$ cat src/rtl/sar_logic_tscs_param.sv
// Two-step coarse/fine SAR control: the coarse array resolves K MSBs, then hands its code to the fine array,
// which resolves the remaining bits. The fine array can carry one redundant bit, corrected and clamped at the end.
module sar_logic_tscs_param #(
  parameter int N          = 10,
  parameter int K          = 7,
  parameter int SAMPLE_CYC = 4,
  parameter int REDUN      = 1
) (
  input  logic         clk,
  input  logic         rst,
  input  logic         cnvst,
  input  logic         cont,
  input  logic         coarse_cmp_out,
  input  logic         fine_cmp_out,
  output logic [N-1:0] sar,
  output logic         eoc,
  output logic         busy,
  output logic         s_clk,
  output logic         s_clk_not,
  output logic         coarse_cmp_clk,
  output logic         fine_cmp_clk,
  output logic [K-1:0] coarse_dac,
  output logic [K-1:0] fine_base,
  output logic [N-K:0] fine_res_dac
);

  localparam int M   = N - K + REDUN;
  localparam int CIW = $clog2(K);
  localparam int FIW = $clog2(N - K + 1);
  localparam int CW  = (SAMPLE_CYC > 1) ? $clog2(SAMPLE_CYC) : 1;

  typedef enum logic [2:0] {IDLE, SAMPLE, COARSE, XFER, FINE, DONE} state_t;

  state_t         state, state_n;
  logic           cnvst_q;
  logic [CW-1:0]  cnt, cnt_n;
  logic [CIW-1:0] cidx, cidx_n;
  logic [FIW-1:0] fidx, fidx_n;
  logic           phase, phase_n;

  logic [N-1:0]   sar_n;
  logic           eoc_n, busy_n, s_clk_n, s_clk_not_n, coarse_cmp_clk_n, fine_cmp_clk_n;
  logic [K-1:0]   coarse_dac_n, fine_base_n;
  logic [N-K:0]   fine_res_dac_n;

  logic [N-K:0]   fine_fin;
  logic [N+1:0]   c_ext, half, raw;
  logic [N-1:0]   corr;

  // Final fine code includes the decision arriving in the last phase B; the redundant
  // half-LSB offset can push the sum below zero or above full scale, hence the clamp.
  always_comb begin
    fine_fin    = fine_res_dac;
    fine_fin[0] = fine_cmp_out;
    c_ext       = (N+2)'(fine_base) << (N - K);
    half        = (REDUN != 0) ? ((N+2)'(1) << (N - K - 1)) : '0;
    raw         = c_ext + (N+2)'(fine_fin) - half;
    if (raw[N+1])
      corr = '0;
    else if (raw[N])
      corr = '1;
    else
      corr = raw[N-1:0];
  end

  always_ff @(posedge clk) begin
    if (rst) begin
      state          <= IDLE;
      cnvst_q        <= 1'b0;
      cnt            <= '0;
      cidx           <= '0;
      fidx           <= '0;
      phase          <= 1'b0;
      sar            <= '0;
      eoc            <= 1'b0;
      busy           <= 1'b0;
      s_clk          <= 1'b0;
      s_clk_not      <= 1'b1;
      coarse_cmp_clk <= 1'b0;
      fine_cmp_clk   <= 1'b0;
      coarse_dac     <= '0;
      fine_base      <= '0;
      fine_res_dac   <= '0;
    end else begin
      state          <= state_n;
      cnvst_q        <= cnvst;
      cnt            <= cnt_n;
      cidx           <= cidx_n;
      fidx           <= fidx_n;
      phase          <= phase_n;
      sar            <= sar_n;
      eoc            <= eoc_n;
      busy           <= busy_n;
      s_clk          <= s_clk_n;
      s_clk_not      <= s_clk_not_n;
      coarse_cmp_clk <= coarse_cmp_clk_n;
      fine_cmp_clk   <= fine_cmp_clk_n;
      coarse_dac     <= coarse_dac_n;
      fine_base      <= fine_base_n;
      fine_res_dac   <= fine_res_dac_n;
    end
  end

  // Outputs are registered copies of what the next state implies, so every strobe is glitch-free.
  always_comb begin
    state_n        = state;
    cnt_n          = cnt;
    cidx_n         = cidx;
    fidx_n         = fidx;
    phase_n        = phase;
    sar_n          = sar;
    coarse_dac_n   = coarse_dac;
    fine_base_n    = fine_base;
    fine_res_dac_n = fine_res_dac;

    case (state)
      IDLE: begin
        if (cnvst && !cnvst_q)
          state_n = SAMPLE;
      end
      SAMPLE: begin
        if (cnt == CW'(SAMPLE_CYC - 1)) begin
          state_n         = COARSE;
          cidx_n          = CIW'(K - 1);
          phase_n         = 1'b0;
          coarse_dac_n[K-1] = 1'b1;
        end else begin
          cnt_n = cnt + CW'(1);
        end
      end
      COARSE: begin
        if (!phase) begin
          phase_n = 1'b1;
        end else begin
          coarse_dac_n[cidx] = coarse_cmp_out;
          phase_n            = 1'b0;
          if (cidx == '0) begin
            state_n = XFER;
          end else begin
            cidx_n               = cidx - CIW'(1);
            coarse_dac_n[cidx_n] = 1'b1;
          end
        end
      end
      XFER: begin
        fine_base_n         = coarse_dac;
        state_n             = FINE;
        fidx_n              = FIW'(M - 1);
        phase_n             = 1'b0;
        fine_res_dac_n[M-1] = 1'b1;
      end
      FINE: begin
        if (!phase) begin
          phase_n = 1'b1;
        end else begin
          fine_res_dac_n[fidx] = fine_cmp_out;
          phase_n              = 1'b0;
          if (fidx == '0) begin
            state_n = DONE;
            sar_n   = corr;
          end else begin
            fidx_n                 = fidx - FIW'(1);
            fine_res_dac_n[fidx_n] = 1'b1;
          end
        end
      end
      DONE: begin
        state_n = cont ? SAMPLE : IDLE;
      end
      default: begin
        state_n = IDLE;
      end
    endcase

    if (state_n == SAMPLE && state != SAMPLE) begin
      cnt_n          = '0;
      coarse_dac_n   = '0;
      fine_base_n    = '0;
      fine_res_dac_n = '0;
    end

    s_clk_n          = (state_n == SAMPLE);
    s_clk_not_n      = (state_n != SAMPLE);
    busy_n           = (state_n != IDLE);
    eoc_n            = (state_n == DONE);
    coarse_cmp_clk_n = (state_n == COARSE) && !phase_n;
    fine_cmp_clk_n   = (state_n == FINE) && !phase_n;
  end

endmodule

$ cat config.mk
export PLATFORM = sky130hd
export DESIGN_NAME = sar_logic_tscs_param
export DESIGN_NICKNAME = d
export VERILOG_FILES = /design/src/rtl/sar_logic_tscs_param.sv
export SDC_FILE = /design/constraint.sdc
export NUM_CORES = 1
export LEC_CHECK = 0
export ABC_AREA = 1
export CAP_MARGIN = 20
export CELL_PAD_IN_SITES_DETAIL_PLACEMENT = 1
export CELL_PAD_IN_SITES_GLOBAL_PLACEMENT = 1
export CORE_MARGIN = 2
export CORE_UTILIZATION = 36
export CTS_BUF_LIST = sky130_fd_sc_hd__clkbuf_4
export CTS_CLUSTER_SIZE = 16
export DETAILED_ROUTE_END_ITERATION = 7
export GPL_TIMING_DRIVEN = 1
export PLACE_DENSITY = 0.85
export SETUP_SLACK_MARGIN = 0.3
export SLEW_MARGIN = 40
export SYNTH_ARGS = -nofsm -noshare
export SYNTH_HDL_FRONTEND = slang
export SYNTH_SLANG_ARGS = --single-unit
$ cat constraint.sdc
create_clock -name clk -period 2 [get_ports clk]
set_input_delay 0.2 -clock clk [delete_from_list [all_inputs] [get_ports clk]]
set_output_delay 0.2 -clock clk [all_outputs]
set_load 0.01 [all_outputs]
Yosys cells after proc, flatten, opt, wreduce, memory -nomap -nowiden:

Index checks and enable logic that the tools add are counted.

* flip-flop bits (word level): 46
* input bits: 6
* output and inout bits: 34
* logic and storage cells: 114

* add/sub/neg operators: 5
* magnitude comparators: 8
* equal/unequal tests: 17
* multiplexer cells: 37
* bitwise logic cells: 3
* reduce and logical (&&, ||, !) cells: 26

Operators by type and width (count)
* 2-to-1 mux 3 bit: 9
* 2-to-1 mux 10 bit: 2
* case mux 3 bit (6 select lines): 1
* 2-to-1 mux 7 bit: 2
* == test 3 bit, second input constant: 4
* subtractor 11 x 3 -> 12 bit, second input constant: 1
* adder 10 x 4 -> 11 bit: 1
* != test 2 bit, second input constant: 5
* == test 3 x 2 -> 1 bit, second input constant: 3
* AND reduction 3 bit: 3
* logical AND 1 bit: 8
* less-than comparator 3 x 4 -> 1 bit, second input constant: 2
* 2-to-1 mux 1 bit: 8
* 2-to-1 mux 4 bit: 2
* AND reduction 2 bit: 4
* bitwise mux 7 bit: 1
* bitwise OR 7 bit: 1
* demux 1 bit (select 3 bit): 2
* == test 3 x 1 -> 1 bit, second input constant: 2
* greater-or-equal comparator 3 x 1 -> 1 bit, second input constant: 2
* zero test 3 bit: 2
* less-than comparator 2 x 3 -> 1 bit, second input constant: 2
* != test 3 x 1 -> 1 bit, second input constant: 2
* case mux 3 bit (2 select lines): 1
* 19 further kinds: 26

Depth between registers and ports, before layout:

* word-level depth: 9
* depth in mapped cells: 14
* mapped depth without buffers: 14

Least setup slack after synthesis:

No wires, ideal clock.

* path kind: register -> register
* from: reg fine_base[0]
* to: reg sar[5]
* setup time: 0.071 ns
* arrival time: 2.059 ns
* required time: 1.929 ns
* path slack: -0.129 ns
* cell stages (with the launch flop): 14
* path buffers: 0
* clock period less this slack: 2.129 ns
* path through: dfxtp_1 > inv_1 > ha_1 > inv_1 > ha_1 > inv_1 > fa_1 > inv_1 > nand2_1 > nand2_1 > nand3_1 > a21oi_4 > nand2_1 > a21oi_1

* longest elaborated chain between the ends: 4

RTL lines
* start, declared: line 23 `output logic [K-1:0] fine_base,`
* start signal, assigned: line 99 `fine_base <= fine_base_n;`
* adder 10 x 4 -> 11 bit *: line 57 `raw = c_ext + (N+2)'(fine_fin) - half;`
* subtractor 11 x 3 -> 12 bit *: line 57
* 2-to-1 mux 10 bit: line 60 `else if (raw[N])`
* 2-to-1 mux 10 bit *: line 58 `if (raw[N+1])`
* end signal, assigned: line 91 `sar <= sar_n;`
* end, declared: line 15 `output logic [N-1:0] sar,`

Every way passes the cells marked *; elsewhere a longest branch is shown, timed or not.
A chain may end at the register's enable or synchronous reset.

Final worst setup path:

* from: reg fine_base[0]
* to: reg sar[4]

The elaborated chain is that of the path after synthesis.

==> results <==
- After detailed routing, the number of vias per cell comes to 4.940.
- Clock tree synthesis inserted a total of 5 buffers.
- The sum of net half-perimeters after detailed placement is 5297 µm.
- For met2 alone, demand over resource in global routing was 0.3705.
- The number of global-route vias before repair was 2,509.
- The clock tree synthesis step divided the H-tree into 2 levels.
- The synthesized instance count is 363.
- The first global-routing pass estimated 11,810 µm of wire.
- In this run, distinct cell masters in the synthesized netlist total 33.
- Counting along the longest clock path gives a buffer depth of 2.
- The count of boundary I/O pins is 40.
- The post-route total power is 1.881 mW.
- The total number of nets in the final design is 444.
- The post-synthesis area per instance is 6.994 µm².
- The die covers 7740 µm².
- The most numerous cell type found on the critical path is sky130_fd_sc_hd__inv_2.
- The critical path class is flip-flop to flip-flop.
- The vertical die dimension is 87.98 µm.
- The clock tree root driver cell is sky130_fd_sc_hd__clkbuf_4.
- The run finished, with violations left.
- The later pin in the worst-skew pair is clocked with a latency of 0.37 ns.
- The number of detailed-route iterations in the first pass is 4.
- The max capacitance violation total is 0.
- The class of the most critical hold timing path is input pin to flip-flop.
- The count of fill cells added during filler insertion is 879.
- The global-route layer with the greatest usage is met2.
- Based on the critical path, the design can be clocked at up to 494.7 MHz.
- The data arrival time of the critical path is 2.33 ns.
- The post-route minimum period is 2.021 ns.
- Walking the worst path, the cells encountered are inv_2 -> ha_4 -> inv_4 -> ha_4 -> inv_2 -> fa_2 -> inv_2 -> nand2_2 -> nand2_4 -> nand3_4 -> a21oi_4 -> nand2_1 -> a21oi_2.
- 0 antenna diodes ended up in the layout.
- The total setup violations reported at the end of the flow is 6.
- For this run, the slowest stage of the critical path takes 0.36 ns.
- The worst register-to-register path begins at fine_base[0].
- The initial antenna violation count is 0.
- The final design utilization is 0.4915.
- Of the post-synthesis cell area, the dominant cell type holds 0.3627.
- In the post-route analysis, the smallest setup slack over all paths is -0.02140 ns.
- Counting every sink on the clock net gives 46.
- For this run, global-route usage on met3 was measured as 0.02828.
- The post-synthesis sequential area ratio is 0.3627.
- At the worst endpoint, the required time is 2.31 ns.
- The met1 usage in global routing is 0.2260.
- The capture point of the worst reg-to-reg path is sar[4].
- Dividing the final minimum period by the clock period gives 1.011.
- Of the cells placed in the final design, the portion with a size suffix greater than 1 is 0.1738.
- The worst slew slack as a fraction of its limit is 0.7749.
- The final route contains 2,549 vias.
- By area the synthesized netlist is led by sky130_fd_sc_hd__dfxtp_1 36%, sky130_fd_sc_hd__nand2_1 15%, sky130_fd_sc_hd__ha_1 8.4%.
- The routability congestion estimate from global placement is 0.8183.
- After detailed routing, the number of remaining DRC violations is 0.
- Input and output buffers added on the ports amount to 39.
- The analysis attributes to cell leakage a power of 1.312 nW.
- Power spread over the standard cell area amounts to 563.2 nW/µm².
- The number of cell rows is 30.
- For this run, the total global-route usage over all layers was measured as 0.1953.
- The core outline area is 6794 µm².
- The checks that failed: setup timing.
- Across all hold checks on the routed design, the worst slack comes to 0.3790 ns.
- The pin count of the biggest net entering global routing is 21.
- The peak fanout along the critical path is 5.
- The first routing iteration left 46 violations.
- In this run the remaining antenna-violating nets after routing total 0.
- In this run the cell area of the synthesized design comes to 2539 µm².
- The setup check on the worst reg-to-reg path leaves a slack of -0.02 ns.
- The endpoint type of the worst setup path is a flip-flop.
- For this configuration, the core starts out at a cell density of 0.3737.
- The final clock skew is 0.01780 ns.
- The worst setup path endpoint is sar[4].
- The clock-pin transition on the worst setup and hold timing paths is 0.14 ns.
- The warning count from the yosys run is 0.
- sky130_fd_sc_hd__dfxtp_1 takes more of the synthesized area than any other cell.
- The total overflow reported by the global router is 0.
- The floorplan step set the die width to 87.98 µm.
- The count of cells along the worst register-to-register path is 13.
- The largest individual stage delay along the critical path comes from the cell sky130_fd_sc_hd__dfxtp_2.
- The library cell used most frequently in the layout, excluding fill and tap cells, is sky130_fd_sc_hd__nand2_1.
- The launching instance or port of the critical path is fine_base[0].
- The net count of the mapped netlist is 387.
- The final count of hold timing violations came to 0.
- The category of the worst setup path launch point is a flip-flop.
- For the pin with the worst max-slew slack, the measured transition is 0.3371 ns.
- The mean routed wirelength per cell is 14.03 µm.
- Leaving out fill and tap cells, the most frequent cells in the layout are 99 x sky130_fd_sc_hd__nand2_1, 45 x sky130_fd_sc_hd__inv_1, 39 x sky130_fd_sc_hd__clkdlybuf4s50_1.
- Setup repair after global routing could not meet its margin everywhere.
- The total placed instance area is 3142 µm².
- Compared with the post-synthesis result, the final layout area differs by 31.54%.
- TritonCTS built the clock tree.
- IR analysis of the VDD net gives a maximum drop of 0.3191 mV.
- The total of flip-flops plus latches after synthesis is 46.
- The routed design has 7237 µm of wire.
- The max-slew violation total from the final report is 0.
- The finished cells cover 3339 µm².
==> cell type report <==
cell class / instances / area [µm²] / share of cell area
tap: 96 / 120.1 / 0.03597
clock inverter: 1 / 7.507 / 0.002248
clock buffer: 6 / 45.04 / 0.01349
sequential: 46 / 930.9 / 0.2788
multi-input combinational: 259 / 1493 / 0.4470
timing repair buffer: 56 / 543.0 / 0.1626
inverter: 52 / 200.2 / 0.05995
==> per-layer routing <==
metal | routed length, µm | vias to the layer above
met2 | 3953 | 32
met4 | 109 | 0
met5 | 0 | -
met1 | 3027 | 1240
li1 | - | 1268
met3 | 148 | 9
==> cells in the mapped netlist (all sizes together) <==
master,instances
o21a,1
fa,1
nand2,109
dfxtp,46
nand3,23
a21oi,36
o31ai,1
clkbuf,2
nand4,2
o21ai,25
o22ai,1
xor2,1
a31oi,5
buf,5
nor2,29
ha,17
or2,2
inv,52
xnor2,3
nor3,2
==> worst min path at each step <==
| stage | to | cells past startpoint | slack, ns | start |
|---|---|---|---|---|
| global route | cnvst_q | 3 | 0.37 | cnvst |
| global placement | cnt[1] | 2 | 0.45 | cnt[1] |
| floorplan | cnvst_q | 2 | 0.32 | cnvst |
| CTS | cnvst_q | 3 | 0.36 | cnvst |
| finish | cnvst_q | 3 | 0.38 | cnvst |
| detailed placement | sar[2] | 2 | 0.46 | sar[2] |
==> stage by stage <==
stage	TNS (ns)	std cells	setup WS, ns
after CTS	-0.1363	514	-0.05919
final	-0.03736	516	-0.02140
after global placement	0	503	0.008114
after global routing	-0.8165	516	-0.1290
after floorplan	0	363	0.03876
after detailed placement	-1.276	503	-0.1666
==> cells by family (layout without fill, tap and decap cells) <==
family          Yosys count  count (layout)  share of synthesized area
xor+xnor                  4               4                    0.01380
fa+ha+maj                18              18                    0.09167
compound gates           69              70                     0.1469
simple gates            167             167                     0.2942
flops                    46              46                     0.3627
buf+inv                  59             115                    0.09069
==> what timing repair did <==
item / in CTS / in global routing
pin swaps: 14 / 13
setup buffers: 3 / 2
cloned: 1 / 0
endpoints found under the setup margin: 16 / 32
hold buffers: 0 / 0
resized for setup: 12 / 17
==> state kept, by name, summed over array words and instances (netlist names) <==
name and flops:
coarse_cmp_clk 1, coarse_dac 7, fidx 2, s_clk 1
fine_base 7, cidx 3, busy 1, state 3
cnvst_q 1, phase 1, s_clk_not 1, cnt 2
fine_cmp_clk 1, sar 10, eoc 1, fine_res_dac 4
==> where the power goes <==
group          switching [mW]  total, mW  leakage [nW]  internal (mW)
Sequential             0.0469       1.01         0.376          0.958
Clock                   0.313      0.458        0.0278          0.146
Combinational           0.255      0.417         0.907          0.162
==> critical path, delay by kind of cell (launching register included) <==
family / cells / cell delay (ns)
fa+ha+maj: 3 / 0.70
flops: 1 / 0.36
compound gates: 2 / 0.36
simple gates: 4 / 0.33
buf+inv: 4 / 0.21
No activity file was read; power rests on OpenSTA's default activity.
==> patch: new RTL, same flow settings <==
The parameter `SAMPLE_CYC` goes from 4 to 2.
--- a/src/rtl/sar_logic_tscs_param.sv
+++ b/src/rtl/sar_logic_tscs_param.sv
@@ -3,7 +3,7 @@
 module sar_logic_tscs_param #(
   parameter int N          = 10,
   parameter int K          = 7,
-  parameter int SAMPLE_CYC = 4,
+  parameter int SAMPLE_CYC = 2,
   parameter int REDUN      = 1
 ) (
   input  logic         clk,
Function: changed (Yosys sat finds a counterexample within 4 cycles, from zero or initial values and one cycle with rst high).
==> patch against the unedited design <==
Critical endpoint is now sar[5]; worst setup slack gained 11 ps; the flow still finishes with violations (setup timing); count of clock-buffer cells in the layout is 1 lower; sequential cell count is 1 lower; routed wire length is 0.33% higher; design area decreased by 0.41%; area after synthesis fell by 0.69%.
Power is not compared: it rests on default switching activity, and its combinational part moved more than twofold at a synthesized area within 25%.
==> patch: results (changes against the unedited design) <==
status:
  status: "finished with violations"
  violations: "setup timing"
sta:
  setup_tns_ps: -11.4  # +25.9 ps
  setup_viol: 2  # -4
  holdWs_ps: 362  # -16.5 ps
  setup_ws_ps: -10.4  # +11.0 ps
  worst_slew_pin_slew_ps: 472  # +135 ps
grt:
  grt_pass1_vias: 2511  # +0.080%
  grt_first_pass_wirelength_mm: 11.8  # +0.18%
  grt_max_degree: 24  # +14%
  grt.total_usage_pct: 19.5  # -0.039 points
synthesis:
  synthTopCellsByCount: "98 x nand2_1, 48 x inv_1, 45 x dfxtp_1"
  synth_area_leaders: "dfxtp_1 36%, nand2_1 15%, ha_1 8.4%, inv_1 7.1%, a21oi_1 4.8%"
  syn-num-nets: 378  # -2.3%
cells_and_area:
  fin_nets: 438  # -1.4%
  layout-drive-gt1-share_pct: 20.8  # +3.4 points
  fillCellCount: 859  # -2.3%
setup_path:
  r2r-start: "fine_res_dac[3]"
  arrival_ps: 2300  # -30 ps
  r2r-end: "sar[5]"
  worstRegToRegCells: 13  # unchanged
place:
  place.gp.congestion: 0.856  # +4.6%
  dpl_worst_slack_ps: -143  # +23.5 ps
  dpl.hpwl_mm: 5.28  # -0.26%
  place_area_um2: 3130  # -0.48%
detailed_routing:
  drtIter0Drc: 69  # +50%
  wl_per_cell_um: 14.2  # +1.5%
  firstDrtPassIters: 4  # unchanged
  vias: 2541  # -0.31%
==> patch: changes by cell type after synthesis, moves of 5 or more <==
cell | unedited run | this run
a21oi_2 | 0 | 7
a21oi_1 | 35 | 24
inv_2 | 2 | 8
nor2_2 | 1 | 7
nor3_1 | 1 | 6
o21ai_0 | 20 | 9
nand2_1 | 103 | 98
==> patch: cell type report <==
type	count	area (um^2)	share of cell area (%)
clock buffer	5	37.5	1.13
clock inverter	2	11.3	0.339
inverter	56	216	6.51
multi-input combinational	249	1490	44.9
sequential	45	910	27.4
tap	96	120	3.61
timing repair buffer	57	538	16.2
==> patch: logic make-up after synthesis <==
group                    share of synthesized area [%]
AND/OR/NAND/NOR                                   29.1
buffers and inverters                             9.43
AO/OA/AOI/OAI                                     15.1
flip-flops                                        35.7
adder cells (fa/ha/maj)                           9.23
XOR/XNOR                                          1.39
==> patch: critical path: cells and delay by family (launching register included) <==
kind / cells / cell delay, ps
adder cells (fa/ha/maj): 3 / 700
flip-flops: 1 / 360
AO/OA/AOI/OAI: 2 / 350
AND/OR/NAND/NOR: 4 / 320
buffers and inverters: 4 / 210
==> patch: per-stage QoR <==
step / cells / util [%]
3_5_place_dp: 497 / 46.0
3_3_place_gp: 497 / 46.0
5_1_grt: 510 / 49.0
2_1_floorplan: 354 / -
4_1_cts: 508 / 48.0
6_report: 510 / 49.0
==> patch: worst max-delay path by stage <==
stage                    start      to  cells past startpoint  slack (ps)
3_3_place_gp      fine_base[0]  sar[7]                     13           5
5_1_grt        fine_res_dac[3]  sar[2]                     13        -130
2_1_floorplan     fine_base[0]  sar[5]                     13          40
4_1_cts        fine_res_dac[3]  sar[5]                     13         -70
3_5_place_dp      fine_base[0]  sar[5]                     13        -140
6_report       fine_res_dac[3]  sar[5]                     13         -10
==> patch: power groups by stage <==
stage | clock network, mW | registers, mW | logic (mW)
2_1_floorplan | 0 | 0.945 | 0.0986
3_3_place_gp | 0 | 0.943 | 0.147
3_5_place_dp | 0 | 0.944 | 0.151
4_1_cts | 0.443 | 0.925 | 0.153
5_1_grt | 0.472 | 0.926 | 0.171
6_report | 0.425 | 0.924 | 0.155
==> patch: routing by layer <==
layer | track usage [%] | vias to the layer above | share of wire (%)
met4 | 5.31 | 0 | 1.6
met3 | 3.49 | 12 | 2.9
met2 | 36.8 | 44 | 54
li1 | - | 1247 | -
met5 | 0 | - | 0
met1 | 22.3 | 1238 | 42
==> patch: timing repair <==
| action | 4_1_cts | 5_1_grt |
|---|---|---|
| gates resized for setup | 13 | 16 |
| pin swaps | 9 | 8 |
| endpoints found under the setup margin | 11 | 20 |
| buffers inserted | 3 | 2 |
| hold endpoints to repair | 0 | 0 |
| gates cloned | 1 | 0 |
